==> src/rtl/csr_regfile_ss.sv <==
// Machine-mode CSR file for the superscalar core: Zicsr ops with a registered
// one-cycle response, 64-bit mcycle/minstret counters and a custom scratch bank.
module csr_regfile_ss #(
  parameter int unsigned RETIRE_W    = 2,
  parameter int unsigned NUM_SCRATCH = 4,
  parameter logic [31:0] MTVEC_RESET = 32'h0000_0000
) (
  input  logic                              clk_i,
  input  logic                              rst_i,
  input  logic                              csr_valid_i,
  input  logic [11:0]                       csr_addr_i,
  input  logic [2:0]                        csr_cmd_i,
  input  logic [31:0]                       csr_wdata_i,
  input  logic                              csr_src_zero_i,
  input  logic [$clog2(RETIRE_W+1)-1:0]     retire_cnt_i,
  output logic                              csr_rvalid_o,
  output logic [31:0]                       csr_rdata_o,
  output logic                              csr_illegal_o
);

  localparam logic [11:0] ADDR_MSTATUS   = 12'h300;
  localparam logic [11:0] ADDR_MTVEC     = 12'h305;
  localparam logic [11:0] ADDR_MSCRATCH  = 12'h340;
  localparam logic [11:0] ADDR_MEPC      = 12'h341;
  localparam logic [11:0] ADDR_MCAUSE    = 12'h342;
  localparam logic [11:0] ADDR_MCYCLE    = 12'hB00;
  localparam logic [11:0] ADDR_MCYCLEH   = 12'hB80;
  localparam logic [11:0] ADDR_MINSTRET  = 12'hB02;
  localparam logic [11:0] ADDR_MINSTRETH = 12'hB82;
  localparam logic [11:0] ADDR_CYCLE     = 12'hC00;
  localparam logic [11:0] ADDR_CYCLEH    = 12'hC80;
  localparam logic [11:0] ADDR_INSTRET   = 12'hC02;
  localparam logic [11:0] ADDR_INSTRETH  = 12'hC82;
  localparam int unsigned SCRATCH_BASE   = 32'h7C0;

  // Architectural state
  logic        mie_q, mie_d;
  logic [29:0] mtvec_q, mtvec_d;
  logic [31:0] mscratch_q, mscratch_d;
  logic [29:0] mepc_q, mepc_d;
  logic [31:0] mcause_q, mcause_d;
  logic [63:0] mcycle_q, mcycle_d;
  logic [63:0] minstret_q, minstret_d;
  logic [31:0] scratch_q [NUM_SCRATCH];
  logic [31:0] scratch_d [NUM_SCRATCH];

  // Response registers
  logic        rvalid_q, rvalid_d;
  logic [31:0] rdata_q, rdata_d;
  logic        illegal_q, illegal_d;

  // Decode
  logic [31:0] old_val;
  logic [31:0] new_val;
  logic        hit;
  logic        op_rw, op_rs, op_rc, cmd_ok;
  logic        wr_req, illegal, do_wr;

  always_comb begin
    old_val = '0;
    hit     = 1'b0;
    case (csr_addr_i)
      ADDR_MSTATUS:  begin hit = 1'b1; old_val = {28'b0, mie_q, 3'b000}; end
      ADDR_MTVEC:    begin hit = 1'b1; old_val = {mtvec_q, 2'b00}; end
      ADDR_MSCRATCH: begin hit = 1'b1; old_val = mscratch_q; end
      ADDR_MEPC:     begin hit = 1'b1; old_val = {mepc_q, 2'b00}; end
      ADDR_MCAUSE:   begin hit = 1'b1; old_val = mcause_q; end
      ADDR_MCYCLE,    ADDR_CYCLE:    begin hit = 1'b1; old_val = mcycle_q[31:0]; end
      ADDR_MCYCLEH,   ADDR_CYCLEH:   begin hit = 1'b1; old_val = mcycle_q[63:32]; end
      ADDR_MINSTRET,  ADDR_INSTRET:  begin hit = 1'b1; old_val = minstret_q[31:0]; end
      ADDR_MINSTRETH, ADDR_INSTRETH: begin hit = 1'b1; old_val = minstret_q[63:32]; end
      default: ;
    endcase
    for (int i = 0; i < NUM_SCRATCH; i++) begin
      if (csr_addr_i == 12'(SCRATCH_BASE + i)) begin
        hit     = 1'b1;
        old_val = scratch_q[i];
      end
    end
  end

  always_comb begin
    op_rw  = (csr_cmd_i[1:0] == 2'b01);
    op_rs  = (csr_cmd_i[1:0] == 2'b10);
    op_rc  = (csr_cmd_i[1:0] == 2'b11);
    cmd_ok = (csr_cmd_i[1:0] != 2'b00);
    // Set/clear with a zero source is a pure read, so it is legal on read-only CSRs.
    wr_req  = op_rw | ((op_rs | op_rc) & ~csr_src_zero_i);
    illegal = ~cmd_ok | ~hit | (wr_req & (csr_addr_i[11:10] == 2'b11));
    do_wr   = csr_valid_i & ~illegal & wr_req;
    new_val = csr_wdata_i;
    if (op_rs) begin
      new_val = old_val | csr_wdata_i;
    end else if (op_rc) begin
      new_val = old_val & ~csr_wdata_i;
    end
  end

  always_comb begin
    mie_d      = mie_q;
    mtvec_d    = mtvec_q;
    mscratch_d = mscratch_q;
    mepc_d     = mepc_q;
    mcause_d   = mcause_q;
    scratch_d  = scratch_q;
    mcycle_d   = mcycle_q + 64'd1;
    minstret_d = minstret_q + 64'(retire_cnt_i);
    // A counter write replaces this cycle's increment; the other half keeps its old value.
    if (do_wr) begin
      case (csr_addr_i)
        ADDR_MSTATUS:   mie_d      = new_val[3];
        ADDR_MTVEC:     mtvec_d    = new_val[31:2];
        ADDR_MSCRATCH:  mscratch_d = new_val;
        ADDR_MEPC:      mepc_d     = new_val[31:2];
        ADDR_MCAUSE:    mcause_d   = new_val;
        ADDR_MCYCLE:    mcycle_d   = {mcycle_q[63:32], new_val};
        ADDR_MCYCLEH:   mcycle_d   = {new_val, mcycle_q[31:0]};
        ADDR_MINSTRET:  minstret_d = {minstret_q[63:32], new_val};
        ADDR_MINSTRETH: minstret_d = {new_val, minstret_q[31:0]};
        default: ;
      endcase
      for (int i = 0; i < NUM_SCRATCH; i++) begin
        if (csr_addr_i == 12'(SCRATCH_BASE + i)) begin
          scratch_d[i] = new_val;
        end
      end
    end
  end

  always_comb begin
    rvalid_d  = csr_valid_i;
    rdata_d   = rdata_q;
    illegal_d = illegal_q;
    if (csr_valid_i) begin
      rdata_d   = illegal ? 32'h0 : old_val;
      illegal_d = illegal;
    end
  end

  always_ff @(posedge clk_i) begin
    if (rst_i) begin
      mie_q      <= 1'b0;
      mtvec_q    <= MTVEC_RESET[31:2];
      mscratch_q <= '0;
      mepc_q     <= '0;
      mcause_q   <= '0;
      mcycle_q   <= '0;
      minstret_q <= '0;
      for (int i = 0; i < NUM_SCRATCH; i++) begin
        scratch_q[i] <= '0;
      end
      rvalid_q   <= 1'b0;
      rdata_q    <= '0;
      illegal_q  <= 1'b0;
    end else begin
      mie_q      <= mie_d;
      mtvec_q    <= mtvec_d;
      mscratch_q <= mscratch_d;
      mepc_q     <= mepc_d;
      mcause_q   <= mcause_d;
      mcycle_q   <= mcycle_d;
      minstret_q <= minstret_d;
      for (int i = 0; i < NUM_SCRATCH; i++) begin
        scratch_q[i] <= scratch_d[i];
      end
      rvalid_q   <= rvalid_d;
      rdata_q    <= rdata_d;
      illegal_q  <= illegal_d;
    end
  end

  assign csr_rvalid_o  = rvalid_q;
  assign csr_rdata_o   = rdata_q;
  assign csr_illegal_o = illegal_q;

endmodule
==> config.mk <==
export PLATFORM = sky130hd
export DESIGN_NAME = csr_regfile_ss
export DESIGN_NICKNAME = d
export VERILOG_FILES = /design/src/rtl/csr_regfile_ss.sv
export SDC_FILE = /design/constraint.sdc
export NUM_CORES = 1
export LEC_CHECK = 0
export BUFFER_PORTS_ARGS = -buffer_cell sky130_fd_sc_hd__buf_2
export CAP_MARGIN = 20
export CORE_MARGIN = 4
export CORE_UTILIZATION = 25
export DETAILED_ROUTE_END_ITERATION = 16
export GPL_TIMING_DRIVEN = 0
export PLACE_DENSITY = 0.43
export SYNTH_ARGS = -nofsm -noshare
export SYNTH_HDL_FRONTEND = slang
export SYNTH_SLANG_ARGS = --single-unit
==> constraint.sdc <==
create_clock -name clk_i -period 4 [get_ports clk_i]
set_input_delay 0.8 -clock clk_i [delete_from_list [all_inputs] [get_ports clk_i]]
set_output_delay 0.8 -clock clk_i [all_outputs]
set_load 0.03 [all_outputs]
# Word-level counts from Yosys, hierarchy flattened
# Cells that the tools add are included.
dict set report totals {
  elab_cells 90
  input_bits 53
  reg_bits 415
  out_inout_bits 34
}
dict set report op_classes {
  add_sub_neg 2
  muxes 17
  n_bitwise 15
  reduce_logical 15
  eq_ne 25
}
# operator count
set op_table {}
lappend op_table {{one-hot mux 32 bit (9 select lines)} 1}
lappend op_table {{one-hot mux 64 bit (2 select lines)} 2}
lappend op_table {{2-to-1 mux 32 bit} 7}
lappend op_table {{2-to-1 mux 64 bit} 2}
lappend op_table {{== test 12 bit (second input constant)} 8}
lappend op_table {{adder 64 x 1 -> 64 bit (second input constant)} 1}
lappend op_table {{adder 64 x 2 -> 64 bit} 1}
lappend op_table {{== test 12 x 10 -> 1 bit (second input constant)} 5}
lappend op_table {{== test 12 x 11 -> 1 bit (second input constant)} 4}
lappend op_table {{bitwise AND 32 bit} 1}
lappend op_table {{NOT 32 bit} 1}
lappend op_table {{OR 32 bit} 1}
lappend op_table {{AND reduction 2 bit} 9}
lappend op_table {{OR reduction 13 bit} 1}
lappend op_table {{inequality test 2 bit (second input constant)} 4}
lappend op_table {{OR reduction 2 bit} 4}
lappend op_table {{== test 2 bit (second input constant)} 3}
lappend op_table {{2-to-1 mux 1 bit} 5}
lappend op_table {{bitwise AND 1 bit} 4}
lappend op_table {{NOT 1 bit} 4}
lappend op_table {{OR 1 bit} 4}
lappend op_table {{== test 2 x 1 -> 1 bit (second input constant)} 1}
lappend op_table {{nonzero test 2 bit} 1}

# Longest topological paths before layout
dict set report depth {
  word_depth 14
  depth_mapped 12
  depth_no_buf 10
}

# Worst setup path after synthesis
# Ideal clock, no wire load.
dict set report synth_path {
  kind {input to register}
  start {input port csr_addr_i[1]}
  end {register mepc_q[13]}
  stages 12
  n_path_buf 5
  arrival_time_ns 2.919
  t_required_ns 3.863
  slack_ns 0.944
  setup_ns 0.137
  cell_sequence {buf_2 buf_2 buf_4 buf_2 mux4_2 inv_1 o22ai_1 nor3_1 o22ai_1 a31oi_1 clkbuf_1 a211oi_1}
}
dict set report synth_via {
  elab_chain_len 14
  word_cells_on_any_way 43
  cone_classes {eq/ne: 17; mux: 12; bitwise: 8; reduce/logical: 6}
}
# element line
set synth_rtl {}
lappend synth_rtl {{start, declared} 11} ;# input logic [11:0] csr_addr_i,
lappend synth_rtl {{== test 12 bit, or another cell as far along} 62} ;# case (csr_addr_i)
lappend synth_rtl {{OR reduction 13 bit (no line)} -}
lappend synth_rtl {{2-to-1 mux 1 bit} 62}
lappend synth_rtl {{2-to-1 mux 1 bit (4 in series)} 75} ;# if (csr_addr_i == 12'(SCRATCH_BASE + i)) begin
lappend synth_rtl {{NOT 1 bit} 89} ;# illegal = ~cmd_ok | ~hit | (wr_req & (csr_addr_i[11:10] == 2'b11));
lappend synth_rtl {{OR 1 bit (2 in series)} 89}
lappend synth_rtl {{NOT 1 bit} 90} ;# do_wr = csr_valid_i & ~illegal & wr_req;
lappend synth_rtl {{bitwise AND 1 bit (2 in series)} 90}
lappend synth_rtl {{AND reduction 2 bit (no line)} -}
lappend synth_rtl {{end signal, assigned} 159} ;# mepc_q <= mepc_d;
lappend synth_rtl {{end, declared} 40} ;# logic [29:0] mepc_q, mepc_d;
# Parallel ways exist; a longest one is shown, timed or not.
# A chain may end at the register's enable or synchronous reset.

# Final worst setup path
dict set report layout_path {
  start {input port csr_addr_i[1]}
  end {register scratch_q[127] (netlist bit)}
}
dict set report layout_via {
  elab_chain_len 14
  word_cells_on_any_way 43
  cone_classes {eq/ne: 17; mux: 12; bitwise: 8; reduce/logical: 6}
}
# element line
set layout_rtl {}
lappend layout_rtl {{== test 12 bit or == test 12 x 10 -> 1 bit (tied branches)} 62}
lappend layout_rtl {{OR reduction 13 bit (no line)} -}
lappend layout_rtl {{2-to-1 mux 1 bit} 62}
lappend layout_rtl {{2-to-1 mux 1 bit (4 in series)} 75}
lappend layout_rtl {{NOT 1 bit} 89}
lappend layout_rtl {{OR 1 bit (2 in series)} 89}
lappend layout_rtl {{NOT 1 bit} 90}
lappend layout_rtl {{bitwise AND 1 bit (2 in series)} 90}
lappend layout_rtl {{AND reduction 2 bit (no line)} -}
lappend layout_rtl {{end signal, assigned by index} 164} ;# scratch_q[i] <= scratch_d[i];
lappend layout_rtl {{end, declared} 44} ;# logic [31:0] scratch_q [NUM_SCRATCH];
# Parallel ways exist; a longest one is shown, timed or not.

==> results_dict.tcl <==
set metrics [dict create \
    area_growth_pct 19.5 \
    grt_pass1_vias 23752 \
    synth_area_per_cell_sq_um 8.05 \
    ant_nets 0 \
    synth_top_family_by_area "compound AO/OA/AOI/OAI gates" \
    first_pass_iters 8 \
    synth.yosys.seq_area_share_pct 36.7 \
    netlist-cell-type-count 114 \
    crit_path_frequent_cell "buf_2" \
    vdd_drop_max_mv 0.326 \
    synth_area_leaders "dfxtp_1, a21oi_1, a211oi_1" \
    synth-adder-area-share_pct 0.254 \
    routed_wl_mm 152 \
    dp_cells 4108 \
    finClkSkew_ns 0.0259 \
    grt_max_degree 15 \
    p_per_area_nw_per_um2 366 \
    setup_violations 53 \
    holdPathEnd "scratch_q[44]$_SDFFE_PP0P_" \
    r2r_end "scratch_q[127]$_SDFFE_PP0P_" \
    final_util_pct 30.1 \
    grt_overflow 0 \
    netlist_area_sq_um 22700 \
    muxShareOfSynthArea_pct 5.42 \
    status "finished with violations" \
    synth_xor_area_share_pct 1.28 \
    post-route-min-period_ns 4.18 \
    failed_checks "negative setup slack" \
    cp-start-kind "input pin" \
    drt_iter0_markers 3961 \
    critPathArrivalTime_ns 4.65 \
    worst_pin_slew_ns 1.23 \
    die_area_sq_um 95600 \
    setup_tns_ns -3.23 \
    finalCritPeriodShare_pct 105 \
    rows 110 \
    p_leak_nw 8.79 \
    routabilityCongestion 1.06 \
    vias 25723 \
    stdcell_count 4218 \
    start_util_pct 25.2 \
    synth-seq-cells 415 \
    synth_top_area_share_pct 36.7 \
    synth_edf_count 0 \
    numClockSinks 415 \
    holdCritStartpoint "scratch_q[44]$_SDFFE_PP0P_" \
    placed_cell_area_sq_um 25000 \
    synthSimpleGateAreaFrac_pct 24.2 \
    wl_met1_mm 64.3 \
    clk_path_buf_depth 3 \
    wl_met2_mm 60.3 \
    insertion_delay_ns 0.65 \
    fmax_mhz 239 \
    clockRootBuffer "clkbuf_16" \
    port_buffers 81 \
    final-seq-area_sq_um 8310 \
    htree_levels 2 \
    design_area_sq_um 27100 \
    multi_input_area_sq_um 13300 \
    cts_hold_buffers 0 \
    hpwl_mm 115 \
    antenna_found_initial 14 \
    wl_met3_mm 16.5 \
    crit_type "in -> reg" \
    fin_ws_ns -0.183 \
    hold_depth 2 \
    cts_buffers 51 \
    die_w_microns 309 \
    synthFlopType "dfxtp_1" \
    fp.coreArea_sq_um 90000 \
    top_layer_used "met5" \
    die_y_microns 309 \
    yosys.area.top_type "dfxtp_1" \
    hold_viol_final 0 \
    cpPeakStageDelay_ns 0.49 \
    path_clk_slew_ns 0.06 \
    worstPathRequired_ns 4.46 \
    io_pins 87 \
    syn_inst 2815 \
    vias_per_cell 6.10 \
    async_flop_share_pct 0 \
    rr_worst_depth 9 \
    timing.rr.start "mcycle_q[31]$_SDFFE_PP0P_" \
    maxSlewHeadroom_pct 18.3 \
    cts_tree "built" \
    yosys_warnings 0 \
    drc 0 \
    cp_cell_sequence "buf_2, buf_2, buf_4, mux4_2, nor2b_1, a2111oi_1, buf_2, o22ai_2, a31oi_4, clkbuf_1, buf_8, a211oi_1" \
    finalMaxSlewViolations 0 \
    whs_ns 0.450 \
    end_kind "register" \
    synth_nets 2872 \
    rrSetupSlack_ns 0.43 \
    gr-usage-all-layers_pct 30.9 \
    cp_max_fo 10 \
    n_fill_cell 9869 \
    cp-startpoint "csr_addr_i[1]" \
    rsz0062_at_grt "false" \
    cp_slowest_cell "clkbuf_1" \
    cap_violations 0 \
    wl_per_cell_microns 36.0 \
    nets 3052 \
    min_path_type "reg -> reg" \
    drive_gt1_share_pct 16.0 \
    grt_pass1_wl_mm 206 \
    synth-compound-area-share_pct 26.4 \
]
==> per-stage QoR <==
| step | power, mW | setup slack, ns |
|---|---|---|
| 6_report | 9.92 | -0.183 |
| 5_1_grt | 10.1 | 0.00202 |
| 4_1_cts | 9.88 | 0.00464 |
| 3_5_place_dp | 5.12 | -1.70 |
| 3_3_place_gp | 5.08 | -2.97 |
| 2_1_floorplan | 4.60 | 0.944 |
==> layout by cell type, fill, tap and decap left out, types with 66 or more instances in the layout <==
cell	n
mux2i_1	66
clkbuf_1	130
nand3_1	116
a211oi_1	153
dfxtp_1	415
a21oi_1	262
nor2_1	282
buf_2	150
o21ai_0	133
nand2_1	295
==> report_power, final <==
| group | switching (mW) | total (mW) | internal, mW |
|---|---|---|---|
| registers | 0.0128 | 4.15 | 4.14 |
| logic | 0.750 | 0.951 | 0.201 |
| clock network | 2.11 | 4.82 | 2.70 |
==> final cells by class <==
class	count	area share, %
Multi-Input combinational cell	2113	49.3
Antenna cell	8	0.0739
Clock buffer	70	5.42
Inverter	37	0.518
Timing Repair Buffer	131	3.35
Tap cell	1176	5.43
Buffer	246	4.47
Clock inverter	22	0.767
Sequential cell	415	30.7
==> registers in the layout, indices dropped and copies added, names as in the netlist, 30 cells and up <==
name         count
scratch_q      128
mcycle_q        64
minstret_q      64
csr_rdata_o     32
mcause_q        32
mscratch_q      32
mepc_q          30
mtvec_q         30
==> Yosys cell counts, types with 8 or more instances <==
library cell and count:
nor3_1 62, buf_4 15, clkbuf_1 135, and4_1 13
or4_1 11, nand2b_1 31, o21ai_1 23, o22ai_1 30
a221oi_1 8, a211oi_1 155, and2_1 12, inv_1 36
a31oi_1 36, mux2_2 34, a22o_1 14, o31ai_1 21
a22oi_1 35, a32oi_1 10, nor2_1 282, mux2i_1 71
buf_1 13, nor4_4 11, o221ai_1 8, o211ai_1 14
a2bb2oi_1 9, o21a_1 10, nand3_1 117, nor3_2 10
nand4_1 63, o2bb2ai_1 16, a2111oi_0 11, or3_1 15
nand2_1 296, nor4_1 29, buf_2 77, xnor2_1 20
a21oi_1 267, dfxtp_1 415, o21ai_0 136, xor2_1 13
and3_1 22, o2111ai_1 8
==> worst max path at each step <==
stage	slack, ns	cells after the start	to
after floorplan	0.94	12	mepc_q[13]$_SDFFE_PP0P_
after global placement	-2.97	12	scratch_q[79]$_SDFFE_PP0P_
after detailed placement	-1.70	14	scratch_q[111]$_SDFFE_PP0P_
after CTS	0.005	11	minstret_q[14]$_SDFFE_PP0P_
after global routing	0.002	12	minstret_q[45]$_SDFFE_PP0P_
final	-0.18	12	scratch_q[127]$_SDFFE_PP0P_
==> routing by layer <==
| layer | global-route usage (%) | vias to the layer above |
|---|---|---|
| li1 | - | 10870 |
| met4 | 18.2 | 8 |
| met2 | 43.6 | 1752 |
| met3 | 7.52 | 399 |
| met5 | 0 | - |
| met1 | 42.4 | 12694 |
==> worst max-delay path, delay by kind of cell <==
family,cells,cell delay [ns]
AOI/OAI and AO/OA,4,1.17
buffers and inverters,6,1.97
muxes,1,0.45
and+or+nand+nor,1,0.20
==> cell families after synthesis <==
kind of cell | Yosys count
AND/OR/NAND/NOR | 1057
flip-flops | 415
buffers and inverters | 287
XOR/XNOR | 33
adder cells (fa/ha/maj) | 4
multiplexers | 111
AO/OA/AOI/OAI | 908
==> timing repair <==
| action | 4_1_cts | 5_1_grt |
|---|---|---|
| setup endpoints to repair | 218 | 140 |
| resized for setup | 49 | 29 |
| buffers inserted | 9 | 5 |
| pin swaps | 3 | 2 |
(Power assumes the default switching activity.)
